**config.mk**
```make
export PLATFORM = sky130hd
export DESIGN_NAME = id_ex_register
export DESIGN_NICKNAME = d
export VERILOG_FILES = /design/src/rtl/id_ex_register_pkg.sv /design/src/rtl/id_ex_register_load_use_detect.sv /design/src/rtl/id_ex_register.sv
export SDC_FILE = /design/constraint.sdc
export NUM_CORES = 1
export LEC_CHECK = 0
export BUFFER_PORTS_ARGS = -buffer_cell sky130_fd_sc_hd__buf_2
export CAP_MARGIN = 20
export CORE_MARGIN = 5
export CORE_UTILIZATION = 30
export DETAILED_ROUTE_END_ITERATION = 12
export PLACE_DENSITY = 0.65
export SYNTH_ARGS = -nofsm -noshare
export SYNTH_HDL_FRONTEND = slang
export SYNTH_HIERARCHICAL = 1
export SYNTH_SLANG_ARGS = --single-unit
```
**constraint.sdc**
```tcl
create_clock -name CLK -period 3.8 [get_ports CLK]
set_input_delay 0.95 -clock CLK [delete_from_list [all_inputs] [get_ports CLK]]
set_output_delay 0.95 -clock CLK [all_outputs]
set_load 0.01 [all_outputs]
```
**src/rtl/id_ex_register_pkg.sv**
```systemverilog
// Shared pipeline definitions: ID/EX sequencing states, ALU operation codes,
// forwarding-select encodings and the register-match helper used by hazard logic.
package id_ex_register_pkg;

  localparam int REG_ADDR_W = 5;
  localparam logic [REG_ADDR_W-1:0] REG_ZERO = '0;

  typedef enum logic {
    ST_RUN    = 1'b0,
    ST_BUBBLE = 1'b1
  } idExState_t;

  typedef enum logic [3:0] {
    ALU_ADD  = 4'h0,
    ALU_ADDU = 4'h1,
    ALU_SUB  = 4'h2,
    ALU_SUBU = 4'h3,
    ALU_AND  = 4'h4,
    ALU_OR   = 4'h5,
    ALU_XOR  = 4'h6,
    ALU_NOR  = 4'h7,
    ALU_SLT  = 4'h8,
    ALU_SLTU = 4'h9,
    ALU_SLL  = 4'hA,
    ALU_SRL  = 4'hB,
    ALU_SRA  = 4'hC,
    ALU_LUI  = 4'hD
  } aluOp_t;

  // Operand mux selects produced by the forwarding unit.
  typedef enum logic [1:0] {
    FWD_SHAMT_IMMED = 2'b00,
    FWD_MEM         = 2'b01,
    FWD_EX          = 2'b10,
    FWD_REG         = 2'b11
  } fwdSel_t;

  function automatic logic regMatch(input logic [REG_ADDR_W-1:0] a,
                                    input logic [REG_ADDR_W-1:0] b);
    return a == b;
  endfunction

endpackage

```
**src/rtl/id_ex_register_load_use_detect.sv**
```systemverilog
// Combinational load-use hazard detector: flags an ID instruction that reads
// the destination of a load currently sitting in EX.
module load_use_detect
  import id_ex_register_pkg::*;
(
  input  logic                  exValid,
  input  logic                  exMemRead,
  input  logic [REG_ADDR_W-1:0] exRw,
  input  logic [REG_ADDR_W-1:0] idRs,
  input  logic [REG_ADDR_W-1:0] idRt,
  input  logic                  idUseShamt,
  input  logic                  idUseImmed,
  input  logic                  idMemWrite,
  output logic                  hazard
);

  logic loadInEx;
  logic rsHit;
  logic rtHit;

  // Rt is still read as store data even when the ALU takes the immediate.
  always_comb begin
    loadInEx = exValid & exMemRead & (exRw != REG_ZERO);
    rsHit    = regMatch(idRs, exRw) & ~idUseShamt;
    rtHit    = regMatch(idRt, exRw) & (~idUseImmed | idMemWrite);
    hazard   = loadInEx & (rsHit | rtHit);
  end

endmodule

```
**src/rtl/id_ex_register.sv**
```systemverilog
// ID/EX pipeline register with load-use stall sequencing, flush-to-bubble
// and a saturating count of inserted load-use bubbles.
module id_ex_register
  import id_ex_register_pkg::*;
#(
  parameter int DATA_W = 32,
  parameter int CNT_W  = 16
) (
  input  logic              CLK,
  input  logic              Reset_L,
  input  logic [DATA_W-1:0] ID_BusA,
  input  logic [DATA_W-1:0] ID_BusB,
  input  logic [DATA_W-1:0] ID_Immed,
  input  logic [4:0]        ID_Shamt,
  input  logic [4:0]        ID_Rs,
  input  logic [4:0]        ID_Rt,
  input  logic [4:0]        ID_Rw,
  input  logic              ID_UseShamt,
  input  logic              ID_UseImmed,
  input  logic              ID_RegWrite,
  input  logic              ID_MemRead,
  input  logic              ID_MemWrite,
  input  logic              ID_MemToReg,
  input  logic [3:0]        ID_ALUOp,
  input  logic [1:0]        ID_AluOpCtrlA,
  input  logic [1:0]        ID_AluOpCtrlB,
  input  logic              ID_DataMemFwdEX,
  input  logic              ID_DataMemFwdMEM,
  input  logic              Flush,
  output logic [DATA_W-1:0] EX_BusA,
  output logic [DATA_W-1:0] EX_BusB,
  output logic [DATA_W-1:0] EX_Immed,
  output logic [4:0]        EX_Shamt,
  output logic [4:0]        EX_Rs,
  output logic [4:0]        EX_Rt,
  output logic [4:0]        EX_Rw,
  output logic              EX_UseShamt,
  output logic              EX_UseImmed,
  output logic              EX_RegWrite,
  output logic              EX_MemRead,
  output logic              EX_MemWrite,
  output logic              EX_MemToReg,
  output logic [3:0]        EX_ALUOp,
  output logic [1:0]        EX_AluOpCtrlA,
  output logic [1:0]        EX_AluOpCtrlB,
  output logic              EX_DataMemFwdEX,
  output logic              EX_DataMemFwdMEM,
  output logic              EX_Valid,
  output logic              Stall,
  output logic [CNT_W-1:0]  StallCount
);

  idExState_t stateReg;
  logic       hazard;
  logic       loadBubble;
  logic       countSat;

  logic [DATA_W-1:0] busANext, busBNext, immedNext;
  logic [4:0]        shamtNext, rsNext, rtNext, rwNext;
  logic              useShamtNext, useImmedNext;
  logic              regWriteNext, memReadNext, memWriteNext, memToRegNext;
  logic [3:0]        aluOpNext;
  logic [1:0]        ctrlANext, ctrlBNext;
  logic              fwdExNext, fwdMemNext;
  logic              validNext;

  load_use_detect uDetect (
    .exValid    (EX_Valid),
    .exMemRead  (EX_MemRead),
    .exRw       (EX_Rw),
    .idRs       (ID_Rs),
    .idRt       (ID_Rt),
    .idUseShamt (ID_UseShamt),
    .idUseImmed (ID_UseImmed),
    .idMemWrite (ID_MemWrite),
    .hazard     (hazard)
  );

  // A flush wins over a stall; in BUBBLE the held instruction proceeds.
  assign Stall    = hazard & ~Flush & (stateReg == ST_RUN);
  assign countSat = &StallCount;

  always_comb begin
    loadBubble   = Flush | Stall;
    validNext    = ~loadBubble;
    busANext     = '0;
    busBNext     = '0;
    immedNext    = '0;
    shamtNext    = '0;
    rsNext       = '0;
    rtNext       = '0;
    rwNext       = '0;
    useShamtNext = 1'b0;
    useImmedNext = 1'b0;
    regWriteNext = 1'b0;
    memReadNext  = 1'b0;
    memWriteNext = 1'b0;
    memToRegNext = 1'b0;
    aluOpNext    = '0;
    ctrlANext    = '0;
    ctrlBNext    = '0;
    fwdExNext    = 1'b0;
    fwdMemNext   = 1'b0;
    if (!loadBubble) begin
      busANext     = ID_BusA;
      busBNext     = ID_BusB;
      immedNext    = ID_Immed;
      shamtNext    = ID_Shamt;
      rsNext       = ID_Rs;
      rtNext       = ID_Rt;
      rwNext       = ID_Rw;
      useShamtNext = ID_UseShamt;
      useImmedNext = ID_UseImmed;
      regWriteNext = ID_RegWrite;
      memReadNext  = ID_MemRead;
      memWriteNext = ID_MemWrite;
      memToRegNext = ID_MemToReg;
      aluOpNext    = ID_ALUOp;
      ctrlANext    = ID_AluOpCtrlA;
      ctrlBNext    = ID_AluOpCtrlB;
      fwdExNext    = ID_DataMemFwdEX;
      fwdMemNext   = ID_DataMemFwdMEM;
    end
  end

  always_ff @(posedge CLK) begin
    if (!Reset_L) begin
      stateReg <= ST_RUN;
    end else begin
      case (stateReg)
        ST_RUN:    stateReg <= Stall ? ST_BUBBLE : ST_RUN;
        ST_BUBBLE: stateReg <= ST_RUN;
        default:   stateReg <= ST_RUN;
      endcase
    end
  end

  always_ff @(posedge CLK) begin
    if (!Reset_L) begin
      StallCount <= '0;
    end else if (Stall && !countSat) begin
      StallCount <= StallCount + CNT_W'(1);
    end
  end

  always_ff @(posedge CLK) begin
    if (!Reset_L) begin
      EX_BusA          <= '0;
      EX_BusB          <= '0;
      EX_Immed         <= '0;
      EX_Shamt         <= '0;
      EX_Rs            <= '0;
      EX_Rt            <= '0;
      EX_Rw            <= '0;
      EX_UseShamt      <= 1'b0;
      EX_UseImmed      <= 1'b0;
      EX_RegWrite      <= 1'b0;
      EX_MemRead       <= 1'b0;
      EX_MemWrite      <= 1'b0;
      EX_MemToReg      <= 1'b0;
      EX_ALUOp         <= '0;
      EX_AluOpCtrlA    <= '0;
      EX_AluOpCtrlB    <= '0;
      EX_DataMemFwdEX  <= 1'b0;
      EX_DataMemFwdMEM <= 1'b0;
      EX_Valid         <= 1'b0;
    end else begin
      EX_BusA          <= busANext;
      EX_BusB          <= busBNext;
      EX_Immed         <= immedNext;
      EX_Shamt         <= shamtNext;
      EX_Rs            <= rsNext;
      EX_Rt            <= rtNext;
      EX_Rw            <= rwNext;
      EX_UseShamt      <= useShamtNext;
      EX_UseImmed      <= useImmedNext;
      EX_RegWrite      <= regWriteNext;
      EX_MemRead       <= memReadNext;
      EX_MemWrite      <= memWriteNext;
      EX_MemToReg      <= memToRegNext;
      EX_ALUOp         <= aluOpNext;
      EX_AluOpCtrlA    <= ctrlANext;
      EX_AluOpCtrlB    <= ctrlBNext;
      EX_DataMemFwdEX  <= fwdExNext;
      EX_DataMemFwdMEM <= fwdMemNext;
      EX_Valid         <= validNext;
    end
  end

endmodule

```
# --- Word level (Yosys, flattened, before mapping) ---
# Index checks and enable logic that the tools add are counted.
word_totals:
  ff_bits: 150
  inputBits: 135
  out_inout_bits: 150
classes:
  addsub: 1
  n_eq_ne: 2
  muxes: 2
  bitwise: 16
  n_reduce_logical: 5
op_table:
  columns: ["cell", "n"]
  rows:
  - ["16-bit by 1-bit adder with 16-bit output (second input constant)", 1]
  - ["16-bit AND reduction", 1]
  - ["5-bit == test", 2]
  - ["1-bit AND", 7]
  - ["1-bit inverter", 6]
  - ["5-bit nonzero test", 1]
  - ["1-bit OR", 3]
  - ["1-bit case mux with 2 select lines", 1]
  - ["2-bit OR reduction", 1]
  - ["1-bit logical AND", 1]
  - ["1-bit zero test", 1]
  - ["1-bit 2-to-1 mux", 1]

# --- Logic depth before layout (Yosys ltp) ---
depth:
  word_depth: 9
  depth_mapped: 10
  ltp_nobuf: 9

# --- By module ---
# The synthesis kept the hierarchy.
modules_own_cells:
  columns: ["mod", "n_inst", "cells_each", "area_per_inst_um2"]
  rows:
  - ["id_ex_register", 1, 384, 4403.0]
  - ["load_use_detect", 1, 18, 137.6]

# --- Worst setup path before layout ---
# No wires, ideal clock.
synth_timing:
  kind: "input to register"
  startpoint: "input ID_Rs[1]"
  endpoint: "register StallCount[13]"
  t_arrival_ns: 3.219
  t_required_ns: 3.729
  setup_slack_ns: 0.510
  cell_stages: 10
  n_path_buf: 2
  path_cell_list: "xnor2_1 > nand4_1 > or3_1 > a21oi_1 > or3b_1 > buf_6 > or3_1 > clkbuf_2 > or4_1 > a21oi_1"
synth_between:
  elab_chain_cells: 7
synth_lines:
  columns: ["item", "line_no", "source"]
  rows:
  - ["from (decl)", "id_ex_register.sv:15", "input logic [4:0] ID_Rs,"]
  - ["5-bit == test", "id_ex_register_pkg.sv:40", "return a == b;"]
  - ["1-bit AND", "id_ex_register_load_use_detect.sv:24", "rsHit = regMatch(idRs, exRw) & ~idUseShamt;"]
  - ["1-bit OR", "id_ex_register_load_use_detect.sv:26", "hazard = loadInEx & (rsHit | rtHit);"]
  - ["1-bit AND", "id_ex_register_load_use_detect.sv:26", null]
  - ["named net hazard", "id_ex_register.sv:54", "logic hazard;"]
  - ["1-bit AND (2 in series)", "id_ex_register.sv:80", "assign Stall = hazard & ~Flush & (stateReg == ST_RUN);"]
  - ["1-bit logical AND", "id_ex_register.sv:141", "end else if (Stall && !countSat) begin"]
  - ["to (signal assigned)", "id_ex_register.sv:142", "StallCount <= StallCount + CNT_W'(1);"]
  - ["to (decl)", "id_ex_register.sv:50", "output logic [CNT_W-1:0] StallCount"]
# The timed path passes the listed nets, and every way through them passes these cells.
# A chain may end at the register's enable or synchronous reset.

# --- Worst setup path after layout ---
layout_timing:
  startpoint: "input ID_Rs[4]"
  endpoint: "output Stall"
layout_between:
  elab_chain_cells: 6
layout_lines:
  columns: ["item", "line_no", "source"]
  rows:
  - ["5-bit == test", "id_ex_register_pkg.sv:40", null]
  - ["1-bit AND", "id_ex_register_load_use_detect.sv:24", null]
  - ["1-bit OR", "id_ex_register_load_use_detect.sv:26", null]
  - ["1-bit AND", "id_ex_register_load_use_detect.sv:26", null]
  - ["named net hazard", "id_ex_register.sv:54", null]
  - ["1-bit AND (2 in series)", "id_ex_register.sv:80", null]
  - ["to (decl)", "id_ex_register.sv:49", "output logic Stall,"]
# The timed path passes the listed nets, and every way through them passes these cells.

==> flow_summary.json <==
{
  "status": "completed",
  "synth-xor-area-share_pct": 1.929,
  "resized_cells_post_cts": 0,
  "syn-cell-area_mm2": 0.004541,
  "track_usage_pct": 14.69,
  "finalMaxSlewViolations": 0,
  "cellLeakagePower_nw": 3.393,
  "final_critical_path_setup_slack_ns": 0.2162,
  "synth_mux_area_share_pct": 0,
  "tns_ns": 0,
  "report.final.setup_viol": 0,
  "cell_type_with_the_highest_aggregate_area_in_the_netlist": "dfxtp_1",
  "combinational_family_with_the_most_area_after_synthesis": "simple AND/OR/NAND/NOR gates",
  "timing.reg2reg.worst_path_depth": 8,
  "grt_antenna_before_repair": 1,
  "dieWidth_um": 133.0,
  "setup_buffers_after_cts": 0,
  "fp.dieH_um": 133.0,
  "synth-simple-area-share_pct": 25.35,
  "netlist.area_leader.share_pct": 66.13,
  "cts.htree.levels": 4,
  "via_per_inst": 4.293,
  "tightestPinTransition_ns": 0.9410,
  "layout-area-overhead-vs-synth_pct": 49.13,
  "layout_commonest_cell": "buf_2",
  "routed_wl_um": 12920,
  "ys_seq_elements": 150,
  "first_iter_violations": 146,
  "drtPass1Iterations": 4,
  "hold_bufs_inserted_after_cts": 0,
  "final_layout_size_suffix_gt1_share_pct": 46.02,
  "power.density_cell_area_mw_per_mm2": 533.6,
  "timing.critical_path.to_type": "primary output",
  "tritoncts_clock_tree": "built",
  "worstPathArrival_ns": 2.63,
  "area_share_of_fa_ha_maj_cells_after_synthesis_pct": 0.2756,
  "clock_pin_transition_on_the_worst_setup_and_hold_timing_paths_ns": 0.06,
  "floorplan_die_area_mm2": 0.01770,
  "hp-start": "StallCount[11]",
  "vias": 3834,
  "worstHoldPathCells": 2,
  "final_layout_net_count": 827,
  "slew_limit_headroom_pct": 36.69,
  "worst_ep_required_time_ns": 2.85,
  "synth-seq-area-share_pct": 66.13,
  "number_of_filler_cells_placed_in_the_layout": 1453,
  "timing_limited_maximum_frequency_mhz": 279.0,
  "hold_end": "StallCount[11]",
  "io_buffer_count": 284,
  "std_cell_rows": 45,
  "initial_core_util_pct": 30.20,
  "clk_path_buf_depth": 2,
  "numCtsBuffers": 17,
  "post_route_drc": 0,
  "antenna_violating_nets_remaining": 0,
  "place_worst_setup_slack_ns": 0.1602,
  "grt_pass1_wl_um": 20140,
  "gr-total-overflow": 0,
  "postSynthNetCount": 538,
  "crit_type": "in -> out",
  "grt_setup_unrepaired": "false",
  "reg2reg_to": "StallCount[13]",
  "fp.coreArea_mm2": 0.01503,
  "commonest_non_fill_non_tap_cells_in_the_layout": "buf_2, dfxtp_1, and2_1, clkbuf_16, a21oi_1",
  "setup.worst_path.start_class": "input pin",
  "grt_pass1_vias": 3826,
  "insertion_delay_ns": 0.41,
  "post_synth_inst_count": 402,
  "cts.root.buffer_cell": "clkbuf_16",
  "synth_warnings": 6,
  "ir_drop_v": 0.0003338,
  "gp_congestion": 0.8094,
  "detailed_place_hpwl_um": 9867,
  "layout.core_utilization_pct": 45.04,
  "drt-wirelength-per-cell_um": 14.47,
  "synthDistinctLibCells": 36,
  "max_cap_violations": 0,
  "regToRegSetupSlack_ns": 0.84,
  "postSynthAreaPerCell_um2": 11.30,
  "fin_skew_ns": 0.007742,
  "timing.critical_path.fanout_max": 10,
  "regToRegStartpoint": "EX_Rw[4]",
  "min_period_over_period_pct": 94.31,
  "ys_top_cells_by_area": "dfxtp_1, and2_1, clkbuf_1",
  "synthesized_area_fraction_occupied_by_ao_oa_aoi_and_oai_cells_pct": 4.464,
  "top_level_ports": 285,
  "power_mw": 3.613,
  "clock_sink_count": 150,
  "final_hold_viol_count": 0,
  "grt_start_max_net_pins": 90,
  "hp-class": "reg -> reg",
  "period_minus_slack_ns": 3.584
}
==> final cells by class <==
class / count / area (um2) / share of cell area [%]
repair buffers: 287 / 1444 / 21.32
inverters: 3 / 11.26 / 0.1663
diodes: 1 / 2.502 / 0.03695
flip-flops and latches: 150 / 3003 / 44.35
well taps: 188 / 235.2 / 3.474
multi-input cells: 232 / 1459 / 21.54
clock inverters: 14 / 187.7 / 2.772
clock buffers: 18 / 429.2 / 6.338
==> per-layer routing <==
metal / vias to the layer above / GRT usage, % / wire [um]
li1: 1899 / - / -
met1: 1727 / 15.64 / 4814
met2: 191 / 23.65 / 6128
met3: 17 / 9.316 / 1756
met4: 0 / 5.254 / 218
met5: - / 0 / 0
==> how the worst max path moves through the flow <==
stage	endpoint	slack, ns	cells after the start	startpoint
floorplan	StallCount[13]	0.51	10	ID_Rs[1]
global placement	Stall	0.17	8	ID_Rs[4]
detailed placement	StallCount[13]	0.16	9	ID_Rs[4]
CTS	Stall	0.18	8	ID_Rs[4]
global route	Stall	0.04	8	ID_Rs[4]
finish	Stall	0.22	8	ID_Rs[4]
==> cell usage after synthesis (all sizes together) <==
cell / instances
a211oi: 1
a21oi: 10
a31oi: 4
a41oi: 2
and2: 133
and3: 2
and4: 2
buf: 1
clkbuf: 16
dfxtp: 150
ha: 1
inv: 3
nand2: 5
nand2b: 1
nand3: 6
nand3b: 1
nand4: 6
nor2: 5
nor2b: 1
nor3: 8
nor4: 4
nor4b: 1
o211a: 1
o211ai: 1
o21ai: 9
o311ai: 1
o31ai: 3
o41ai: 1
or2: 2
or3: 8
or3b: 1
or4: 2
xnor2: 5
xor2: 5
==> state kept, by name (all words and copies together), names as in the netlist, 2 cells and up <==
signal and count:
EX_Immed 32, EX_AluOpCtrlB 2, EX_Shamt 5, StallCount 16, EX_BusB 32, EX_Rt 5
EX_Rw 5, EX_AluOpCtrlA 2, EX_ALUOp 4, EX_BusA 32, EX_Rs 5
==> critical path, stage by stage <==
cell and delay [ns]:
buf_2 0.11, xnor2_1 0.16, nand4_1 0.10, or3_1 0.36, a21oi_1 0.19, or3b_1 0.51, inv_1 0.11, buf_2 0.14
==> power breakdown <==
part | internal (mW) | switching [mW] | total, mW
clock network | 1.05 | 0.693 | 1.75
logic | 0.118 | 0.104 | 0.222
registers | 1.63 | 0.0155 | 1.64
==> kinds of logic (layout without fill, tap and decap cells) <==
kind of cell,after synthesis,count (layout)
flip-flops,150,150
AND/OR/NAND/NOR,188,188
buffers and inverters,20,322
adder cells (fa/ha/maj),1,1
AO/OA/AOI/OAI,33,33
other,0,1
XOR/XNOR,10,10
==> stage by stage <==
| step | std cells | area [um2] | hold WS, ns |
|---|---|---|---|
| floorplan | 402 | 4541 | 0.5226 |
| global placement | 860 | 6152 | 0.5002 |
| detailed placement | 860 | 6152 | 0.5089 |
| CTS | 892 | 6769 | 0.5183 |
| global route | 893 | 6771 | 0.5604 |
| finish | 893 | 6771 | 0.5251 |
Note: power is estimated with default switching activity, not from simulation.
